--- src/rtl/time_uart_pkg.sv ---
// rtl/time_uart_pkg.sv - shared constants, FSM state type and ASCII helpers for the time UART transmitter
package time_uart_pkg;

    localparam int MSG_LEN        = 7;
    localparam int BITS_PER_FRAME = 10;

    localparam logic [7:0] ASCII_0     = 8'h30;
    localparam logic [7:0] ASCII_COLON = 8'h3A;
    localparam logic [7:0] ASCII_CR    = 8'h0D;
    localparam logic [7:0] ASCII_LF    = 8'h0A;

    // ST_NEXT is never occupied: the byte hand-off happens in the last STOP cycle.
    typedef enum logic [2:0] {
        ST_IDLE,
        ST_START,
        ST_DATA,
        ST_STOP,
        ST_NEXT
    } tx_state_t;

    function automatic logic [3:0] tens_of(input logic [5:0] v);
        if (v >= 6'd60)      return 4'd6;
        else if (v >= 6'd50) return 4'd5;
        else if (v >= 6'd40) return 4'd4;
        else if (v >= 6'd30) return 4'd3;
        else if (v >= 6'd20) return 4'd2;
        else if (v >= 6'd10) return 4'd1;
        else                 return 4'd0;
    endfunction

    function automatic logic [3:0] units_of(input logic [5:0] v);
        logic [5:0] t10;
        t10 = {2'b00, tens_of(v)} * 6'd10;
        return 4'(v - t10);
    endfunction

    function automatic logic [7:0] msg_byte(input logic [2:0] idx,
                                            input logic [4:0] h,
                                            input logic [5:0] m);
        case (idx)
            3'd0:    return ASCII_0 + {4'd0, tens_of({1'b0, h})};
            3'd1:    return ASCII_0 + {4'd0, units_of({1'b0, h})};
            3'd2:    return ASCII_COLON;
            3'd3:    return ASCII_0 + {4'd0, tens_of(m)};
            3'd4:    return ASCII_0 + {4'd0, units_of(m)};
            3'd5:    return ASCII_CR;
            default: return ASCII_LF;
        endcase
    endfunction

endpackage

--- src/rtl/time_uart_tx_if.sv ---
// rtl/time_uart_tx_if.sv - time inputs, triggers and UART status of the time transmitter
interface time_uart_tx_if;
    logic [4:0] ore;
    logic [5:0] minute;
    logic       send;
    logic       auto_en;
    logic       tx;
    logic       busy;
    logic       done;

    modport master (output ore, minute, send, auto_en, input tx, busy, done);
    modport slave  (input ore, minute, send, auto_en, output tx, busy, done);
endinterface

--- src/rtl/uart_tx_byte.sv ---
// rtl/uart_tx_byte.sv - single-byte 8N1 serialiser, LSB first; accepts the next byte in its last stop cycle
module uart_tx_byte
    import time_uart_pkg::*;
#(
    parameter int CLKS_PER_BIT = 434
) (
    input  logic       clock,
    input  logic       reset,
    input  logic       start,
    input  logic [7:0] data,
    output logic       tx,
    output logic       ready
);

    localparam int              BW        = (CLKS_PER_BIT > 1) ? $clog2(CLKS_PER_BIT) : 1;
    localparam logic [BW-1:0]   BAUD_LAST = BW'(CLKS_PER_BIT - 1);
    localparam logic [2:0]      BIT_LAST  = 3'(BITS_PER_FRAME - 3);

    tx_state_t     state;
    logic [BW-1:0] baud_cnt;
    logic [2:0]    bit_cnt;
    logic [7:0]    shreg;
    logic          baud_end;

    assign baud_end = (baud_cnt == BAUD_LAST);
    assign ready    = (state == ST_IDLE) || ((state == ST_STOP) && baud_end);

    always_ff @(posedge clock) begin
        if (!reset) begin
            state    <= ST_IDLE;
            tx       <= 1'b1;
            baud_cnt <= '0;
            bit_cnt  <= '0;
            shreg    <= '0;
        end else begin
            case (state)
                ST_IDLE: begin
                    tx       <= 1'b1;
                    baud_cnt <= '0;
                    if (start) begin
                        shreg <= data;
                        state <= ST_START;
                        tx    <= 1'b0;
                    end
                end
                ST_START: begin
                    baud_cnt <= baud_end ? '0 : baud_cnt + 1'b1;
                    if (baud_end) begin
                        state   <= ST_DATA;
                        bit_cnt <= '0;
                        tx      <= shreg[0];
                        shreg   <= {1'b0, shreg[7:1]};
                    end
                end
                ST_DATA: begin
                    baud_cnt <= baud_end ? '0 : baud_cnt + 1'b1;
                    if (baud_end) begin
                        if (bit_cnt == BIT_LAST) begin
                            state <= ST_STOP;
                            tx    <= 1'b1;
                        end else begin
                            bit_cnt <= bit_cnt + 3'd1;
                            tx      <= shreg[0];
                            shreg   <= {1'b0, shreg[7:1]};
                        end
                    end
                end
                ST_STOP: begin
                    baud_cnt <= baud_end ? '0 : baud_cnt + 1'b1;
                    if (baud_end) begin
                        // Back-to-back frames: the next start bit follows the stop bit directly.
                        if (start) begin
                            shreg <= data;
                            state <= ST_START;
                            tx    <= 1'b0;
                        end else begin
                            state <= ST_IDLE;
                            tx    <= 1'b1;
                        end
                    end
                end
                default: begin
                    state <= ST_IDLE;
                    tx    <= 1'b1;
                end
            endcase
        end
    end

endmodule

--- src/rtl/time_uart_tx.sv ---
// rtl/time_uart_tx.sv - sends "HH:MM\r\n" over UART on request or on each minute change
module time_uart_tx
    import time_uart_pkg::*;
#(
    parameter int CLKS_PER_BIT = 434
) (
    input  logic clock,
    input  logic reset,
    time_uart_tx_if.slave bus
);

    logic [4:0] ore_snap;
    logic [5:0] min_snap;
    logic [5:0] minute_prev;
    logic [2:0] byte_idx;
    logic       busy_r;
    logic       done_r;
    logic       pending;
    logic       trig_auto;
    logic       trig;
    logic       last_byte;
    logic       ser_ready;
    logic       ser_start;
    logic       ser_tx;
    logic [7:0] ser_data;

    assign trig_auto = bus.auto_en && (bus.minute != minute_prev);
    assign trig      = bus.send || trig_auto;
    assign last_byte = (byte_idx == 3'(MSG_LEN - 1));

    // The first byte comes from the live inputs so its start bit begins right after the trigger.
    always_comb begin
        ser_start = 1'b0;
        ser_data  = msg_byte(3'd0, bus.ore, bus.minute);
        if (!busy_r) begin
            ser_start = trig || pending;
        end else begin
            ser_start = ser_ready && !last_byte;
            ser_data  = msg_byte(byte_idx + 3'd1, ore_snap, min_snap);
        end
    end

    always_ff @(posedge clock) begin
        if (!reset) begin
            busy_r      <= 1'b0;
            done_r      <= 1'b0;
            pending     <= 1'b0;
            byte_idx    <= '0;
            ore_snap    <= '0;
            min_snap    <= '0;
            minute_prev <= bus.minute;
        end else begin
            minute_prev <= bus.minute;
            done_r      <= 1'b0;
            if (!busy_r) begin
                if (trig || pending) begin
                    busy_r   <= 1'b1;
                    pending  <= 1'b0;
                    byte_idx <= '0;
                    ore_snap <= bus.ore;
                    min_snap <= bus.minute;
                end
            end else begin
                if (trig_auto) pending <= 1'b1;
                if (ser_ready) begin
                    if (last_byte) begin
                        busy_r <= 1'b0;
                        done_r <= 1'b1;
                    end else begin
                        byte_idx <= byte_idx + 3'd1;
                    end
                end
            end
        end
    end

    uart_tx_byte #(.CLKS_PER_BIT(CLKS_PER_BIT)) u_ser (
        .clock (clock),
        .reset (reset),
        .start (ser_start),
        .data  (ser_data),
        .tx    (ser_tx),
        .ready (ser_ready)
    );

    assign bus.tx   = ser_tx;
    assign bus.busy = busy_r;
    assign bus.done = done_r;

endmodule
--- src/flat_wrapper.sv ---
// flat-port wrapper written by rule: the top's interface ports become plain ports
module time_uart_tx_flat import time_uart_pkg::*;
#(
    parameter int CLKS_PER_BIT = 434
)
  (clock, reset, bus_ore, bus_minute, bus_send, bus_auto_en, bus_tx, bus_busy, bus_done);
  time_uart_tx_if bus_i ();
  input  logic clock;
  input  logic reset;
  input wire logic [$bits(bus_i.ore)-1:0] bus_ore;
  input wire logic [$bits(bus_i.minute)-1:0] bus_minute;
  input wire logic [$bits(bus_i.send)-1:0] bus_send;
  input wire logic [$bits(bus_i.auto_en)-1:0] bus_auto_en;
  output wire logic [$bits(bus_i.tx)-1:0] bus_tx;
  output wire logic [$bits(bus_i.busy)-1:0] bus_busy;
  output wire logic [$bits(bus_i.done)-1:0] bus_done;
  assign bus_i.ore = bus_ore;
  assign bus_i.minute = bus_minute;
  assign bus_i.send = bus_send;
  assign bus_i.auto_en = bus_auto_en;
  assign bus_tx = bus_i.tx;
  assign bus_busy = bus_i.busy;
  assign bus_done = bus_i.done;
  time_uart_tx #(.CLKS_PER_BIT(CLKS_PER_BIT)) u_core (.clock(clock), .reset(reset), .bus(bus_i));
endmodule
--- config.mk ---
export PLATFORM = sky130hd
export DESIGN_NAME = time_uart_tx_flat
export DESIGN_NICKNAME = d
export VERILOG_FILES = /design/src/rtl/time_uart_pkg.sv /design/src/rtl/time_uart_tx_if.sv /design/src/rtl/uart_tx_byte.sv /design/src/rtl/time_uart_tx.sv /design/src/flat_wrapper.sv
export SDC_FILE = /design/constraint.sdc
export NUM_CORES = 1
export LEC_CHECK = 0
export CORE_ASPECT_RATIO = 1.5
export CORE_MARGIN = 4
export CORE_UTILIZATION = 51
export DETAILED_ROUTE_END_ITERATION = 12
export PLACE_DENSITY = 0.67
export REMOVE_ABC_BUFFERS = 1
export SYNTH_ARGS = -nofsm -noshare
export SYNTH_HDL_FRONTEND = slang
export SYNTH_SLANG_ARGS = --single-unit
--- constraint.sdc ---
create_clock -name clock -period 6.45 [get_ports clock]
set_input_delay 1.29 -clock clock [delete_from_list [all_inputs] [get_ports clock]]
set_output_delay 1.29 -clock clock [all_outputs]
set_load 0.01 [all_outputs]
After elaboration in Yosys (flattened, before gate mapping)
Index checks and enable logic that the tools add are counted.
{"block": "word_totals", "register_bits": 47, "in_bits": 15}
{"block": "op_classes", "add_sub_neg": 10, "n_reduce_logical": 22, "bitwise": 1, "magnitude_cmp": 18, "n_mux": 66, "eq_ne": 21, "mul": 2}
{"op": "2-to-1 mux 4 bit", "count": 21}
{"op": "2-to-1 mux 8 bit", "count": 6}
{"op": "case mux 8 bit (6 select lines)", "count": 1}
{"op": "greater-or-equal comparator 5 x 6 -> 1 bit (second input constant)", "count": 6}
{"op": "2-to-1 mux 3 bit", "count": 12}
{"op": "adder 6 x 4 -> 7 bit (first input constant)", "count": 5}
{"op": "case mux 8 bit (4 select lines)", "count": 1}
{"op": "greater-or-equal comparator 5 bit (second input constant)", "count": 4}
{"op": "greater-or-equal comparator 6 bit (second input constant)", "count": 3}
{"op": "2-to-1 mux 1 bit", "count": 18}
{"op": "case mux 9 bit (2 select lines)", "count": 1}
{"op": "inequality test 2 bit (second input constant)", "count": 8}
{"op": "equality test 3 x 2 -> 1 bit (second input constant)", "count": 4}
{"op": "equality test 3 bit (second input constant)", "count": 4}
{"op": "greater-or-equal comparator 6 x 5 -> 1 bit (second input constant)", "count": 2}
{"op": "case mux 3 bit (4 select lines)", "count": 1}
{"op": "greater-or-equal comparator 5 x 4 -> 1 bit (second input constant)", "count": 2}
{"op": "AND reduction 5 bit", "count": 2}
{"op": "adder 9 x 1 -> 9 bit (second input constant)", "count": 1}
{"op": "equality test 9 bit (second input constant)", "count": 1}
{"op": "2-to-1 mux 9 bit", "count": 1}
{"op": "AND reduction 3 bit", "count": 3}
{"op": "multiplier 4 x 3 -> 3 bit (second input constant)", "count": 2}
{"op": "subtractor 4 bit", "count": 2}
{"op": "18 further kinds", "count": 29}

Logic depth before layout (Yosys ltp)
{"block": "depth", "ltp_word": 17, "depth_mapped": 13, "mapped_depth_nobuf": 12}

Hierarchy
A second synthesis with hierarchy kept.
{"block": "unflattened", "cells_unflattened": 328, "area_unflattened_um2": 2757.6}
{"mod": "time_uart_tx", "cells_each": 185, "n_inst": 1, "seq_area_each_um2": 460.4, "area_per_inst_um2": 1460.2}
{"mod": "uart_tx_byte", "cells_each": 143, "n_inst": 1, "seq_area_each_um2": 460.4, "area_per_inst_um2": 1297.5}

Worst setup path before layout
OpenSTA, ideal clock, no wires.
{"block": "synth_path", "path_kind": "in2reg", "start": "in bus_minute[3]", "end": "reg u_core.min_snap[0]", "path_slack_ns": 3.701, "n_path_buf": 1, "cell_stages": 6, "t_required_ns": 6.322, "t_arrival_ns": 2.622, "path_cell_list": "xnor2_1 nand2_1 o41ai_4 buf_2 mux2i_1 nor2_1"}
{"block": "synth_via", "elab_chain_len": 5}
{"element": "start, declared", "line": "flat_wrapper.sv:11", "text": "input wire logic [$bits(bus_i.minute)-1:0] bus_minute;"}
{"element": "inequality test 6 bit", "line": "time_uart_tx.sv:27", "text": "assign trig_auto = bus.auto_en && (bus.minute != minute_prev);"}
{"element": "logical AND 1 bit", "line": "time_uart_tx.sv:27"}
{"element": "logical OR 1 bit", "line": "time_uart_tx.sv:28", "text": "assign trig = bus.send || trig_auto;"}
{"element": "logical OR 1 bit", "line": "time_uart_tx.sv:56", "text": "if (trig || pending) begin"}
{"element": "AND reduction 2 bit (no source line)"}
{"element": "end signal, assigned", "line": "time_uart_tx.sv:61", "text": "min_snap <= bus.minute;"}
{"element": "end, declared", "line": "time_uart_tx.sv:13", "text": "logic [5:0] min_snap;"}
No other way between the ends.
A chain may end at the register's enable or synchronous reset.

Final worst setup path
{"block": "layout_path", "start": "in bus_minute[1]", "end": "reg u_core.u_ser.shreg[1]"}
{"block": "layout_via", "elab_chain_len": 8}
{"element": "inequality test 6 bit (*)", "line": "time_uart_tx.sv:27"}
{"element": "logical AND 1 bit (*)", "line": "time_uart_tx.sv:27"}
{"element": "logical OR 1 bit (*)", "line": "time_uart_tx.sv:28"}
{"element": "logical OR 1 bit (*)", "line": "time_uart_tx.sv:36", "text": "ser_start = trig || pending;"}
{"element": "2-to-1 mux 1 bit (*)", "line": "time_uart_tx.sv:35", "text": "if (!busy_r) begin"}
{"element": "2-to-1 mux 8 bit (*)"}
{"element": "2-to-1 mux 8 bit"}
{"element": "case mux 8 bit (4 select lines) (*)"}
{"element": "end signal, assigned", "line": "uart_tx_byte.sv:52", "text": "shreg <= {1'b0, shreg[7:1]};"}
{"element": "end signal, assigned", "line": "uart_tx_byte.sv:64", "text": "shreg <= {1'b0, shreg[7:1]};"}
{"element": "end signal, assigned", "line": "uart_tx_byte.sv:73", "text": "shreg <= data;"}
{"element": "end, declared", "line": "uart_tx_byte.sv:22", "text": "logic [7:0] shreg;"}
Mark *: on every way between the ends. The rest lies on a longest branch, timed or not. The select of a mux whose other input is x is not followed.

==> results list <==
* Status: finished, final reports clean
- Global-route wire length before repair: 10.1 mm
- Half-perimeter wire length after detailed placement: 4.20 mm
* Utilization after layout: 0.583
* Number of placed instances, taps included: 394
* Number of nets still failing antenna checks after routing: 0
- Number of storage elements in the synthesis netlist: 44
- Critical path data required time: 6.65 ns
* Maximum number of pins on one net before global-route repair: 31
- Via/cell ratio: 5.71
* CTS max path bufs: 2
* Antenna diodes: 0
- The detailed router finished its first iteration with 116 violations.
- Arrival time at the worst endpoint: 3.23 ns
- Number of levels the H-tree was split into: 2
- Category of the worst setup path launch point: primary input
- Die Y: 96.8 um
- Min Tclk post-route: 3.04 ns
* Number of remaining DRC errors: 0
- Worst reg2reg endpoint: u_core.u_ser.shreg[3]
* Highest clock frequency the design can meet: 0.329 GHz
* Fin Setup TNS: 0 ns
- The tool flagged a number of max-cap violations equal to 0.
- Die Outline Area: 0.00650 sq mm
* Number of library cell types mapped by synthesis: 59
- Worst path setup slack after routing: 3.41 ns
* Number of slew-limit violations in the final report: 0
* Number of input and output port buffers inserted: 17
- Relative to the synthesized area, the layout overhead comes to 11.6%.
- Number of enable flip-flop cells after synthesis: 0
* Clock transition at path regs: 0.09 ns
* Detailed-routing iteration count for the pre-antenna-repair pass: 5
* Syn Inst Count: 325
- Min-delay src: u_core.u_ser.bit_cnt[1]
- Setup slack, reg-to-reg: 3.59 ns
- Of all cell types, the one taking the most synthesized area is dfxtp_1.
* Quantity of hold-fixing buffers added after cts: 0
* Worst slack at placement: 3.05 ns
* Sinks on Clock Net: 44
* Number of warning messages in the yosys log: 0
- Final Hold Vio Count: 0
- Syn_area_per_cell: 8.25 sq um
- Of the available clock period, the critical path in the final layout requires 0.471.
- Overall fraction of global-route tracks in use: 0.194
- Placeable core region: 0.00512 sq mm
- Slew Limit Headroom: 0.324
- Of all nets on the critical path, the largest fanout is 6.
- Counting cells, the worst reg-to-reg path comes to 9.
* Count of pins on the block boundary: 18
- Largest vdd supply drop: 0.146 mV
- After detailed routing, the average wire length per cell comes to 14.1 um.
- Main area contributors after synthesis: dfxtp_1 33%, ha_1 7.5%, nor2_1 6.2%, mux2i_1 4.1%, nand2_1 3.8%
- Number of gates resized after cts: 0
- Cell area after synthesis: 0.00268 sq mm
- Sorting the synthesized cells by how often they occur yields 44 x dfxtp_1, 44 x nor2_1, 27 x nand2_1.
* Reg-to-reg critical path startpoint: u_core.ore_snap[4]
- Setup repair after global routing left no endpoint under its margin.
* Power after layout: 0.996 mW
- In this run the power density over the cells is 333 mW/mm^2.
- Of the cells placed in the final design, the portion with a size suffix greater than 1 is 0.0569.
- Slew at the pin with the worst max-slew slack: 1.01 ns
- In the synthesized netlist the dominant register cell turns out to be dfxtp_1.
- Initial Utilization: 0.523
* Net count, final: 366
- The clock reaches the later pin of the worst-skew pair after 0.30 ns.
- For this block, the via count after detailed routing is 2296.
- Category of the most critical setup path: in2reg
* Std cell rows: 32
- CTS Buf Count: 5
- The final layout contains routed wiring with a total length of 5.67 mm.
- Setup violations remaining at the end of the flow were counted as 0.
- Routability-driven placement finished with a final weighted congestion of 0.864.
- TritonCTS clock tree: done
- The most critical setup path has its endpoint at u_core.u_ser.shreg[1].
- For this run, the register share of the synthesized area comes to 0.329.
* Root Buffer Master: clkbuf_8
- Static leakage: 1.17 nW
* Clk_skew: 0.00656 ns
- Measured along the x axis, the die boundary spans 67.2 um.
* Vias in the first global route: 2256
* Number of buffers added for setup after CTS: 0
* Worst Hold Class: reg2reg
* Async set-reset flop share out of synthesis: 0
- Global routing finished with a remaining overflow of 0.
* Crit path launch: bus_minute[1]
- Fraction of synthesized cell area taken by the top area cell type: 0.329
- Antenna violations before repair: 0
* Worst setup EP type: flip-flop
- Count of placed standard cells in the final layout, fillers left out: 402
[per-stage QoR]
stage	cell area, sq um	hold WS (ns)
floorplan	2610	0.432
global placement	2870	0.444
detailed placement	2870	0.446
CTS	2990	0.460
global route	2990	0.477
finish	2990	0.461
[power by group]
part	leakage [nW]	internal [mW]	switching, mW
sequential	0.362	0.309	0.0308
clock	0.0614	0.127	0.0988
combinational	0.745	0.177	0.253
[cell usage in the layout (no fill, tap or decap), drive strengths merged, types with 3 or more instances in the layout]
master,n
a2111oi,3
o21ai,16
nor3b,7
a21oi,18
a21boi,4
dfxtp,44
clkbuf,6
ha,16
nand2b,7
mux2i,11
nor2,44
o211ai,4
o2111ai,3
nand2,27
a31oi,5
clkdlybuf4s50,17
nor3,6
xnor2,7
and3,7
nor2b,10
o22ai,3
inv,14
nand3,13
[how the worst min path moves through the flow]
| stage | endpoint | slack [ns] | cells past startpoint |
|---|---|---|---|
| 3_3_place_gp | u_core.u_ser.bit_cnt[1] | 0.44 | 2 |
| 3_5_place_dp | u_core.u_ser.shreg[4] | 0.45 | 2 |
| 2_1_floorplan | u_core.u_ser.shreg[4] | 0.43 | 2 |
| 4_1_cts | u_core.u_ser.shreg[4] | 0.46 | 2 |
| 5_1_grt | u_core.u_ser.shreg[4] | 0.48 | 2 |
| 6_report | u_core.u_ser.bit_cnt[1] | 0.46 | 2 |
[area by class of cell]
type | count | area, sq um
fill | 538 | 2130
multi-input combinational | 250 | 1670
sequential | 44 | 881
timing repair buffer | 18 | 178
tap | 68 | 85.1
clock buffer | 6 | 82.6
inverter | 14 | 52.6
clock inverter | 2 | 38.8
[layer usage]
| layer | wire, um | track usage |
|---|---|---|
| met1 | 2260 | 0.221 |
| met2 | 3120 | 0.353 |
| met3 | 186 | 0.0290 |
| met4 | 99 | 0.0609 |
| met5 | 0 | 0 |
[critical path, cell delays in order]
cell             delay, ns
clkdlybuf4s50_1       0.51
xnor2_1               0.14
nand4_1               0.18
o41ai_4               0.45
and2_1                0.27
a2111oi_0             0.10
a311o_1               0.28
[flip-flops by register name (all words and copies together), names as in the netlist]
register               cells
u_core.bus.busy            1
u_core.bus.done            1
u_core.byte_idx            3
u_core.min_snap            6
u_core.minute_prev         6
u_core.ore_snap            5
u_core.pending             1
u_core.u_ser.baud_cnt      9
u_core.u_ser.bit_cnt       3
u_core.u_ser.shreg         6
u_core.u_ser.state         2
u_core.u_ser.tx            1
[logic make-up (layout without fill, tap and decap cells)]
logic type               count (synthesis)  count (layout)  synth area share
flip-flops                              44              44             0.329
adder cells (fa/ha/maj)                 18              18            0.0896
multiplexers                            13              13            0.0495
XOR/XNOR                                 8               8            0.0261
AND/OR/NAND/NOR                        131             131             0.241
AO/OA/AOI/OAI                           80              80             0.218
buffers and inverters                   31              40            0.0472
Power figures use the tool's default switching activity.
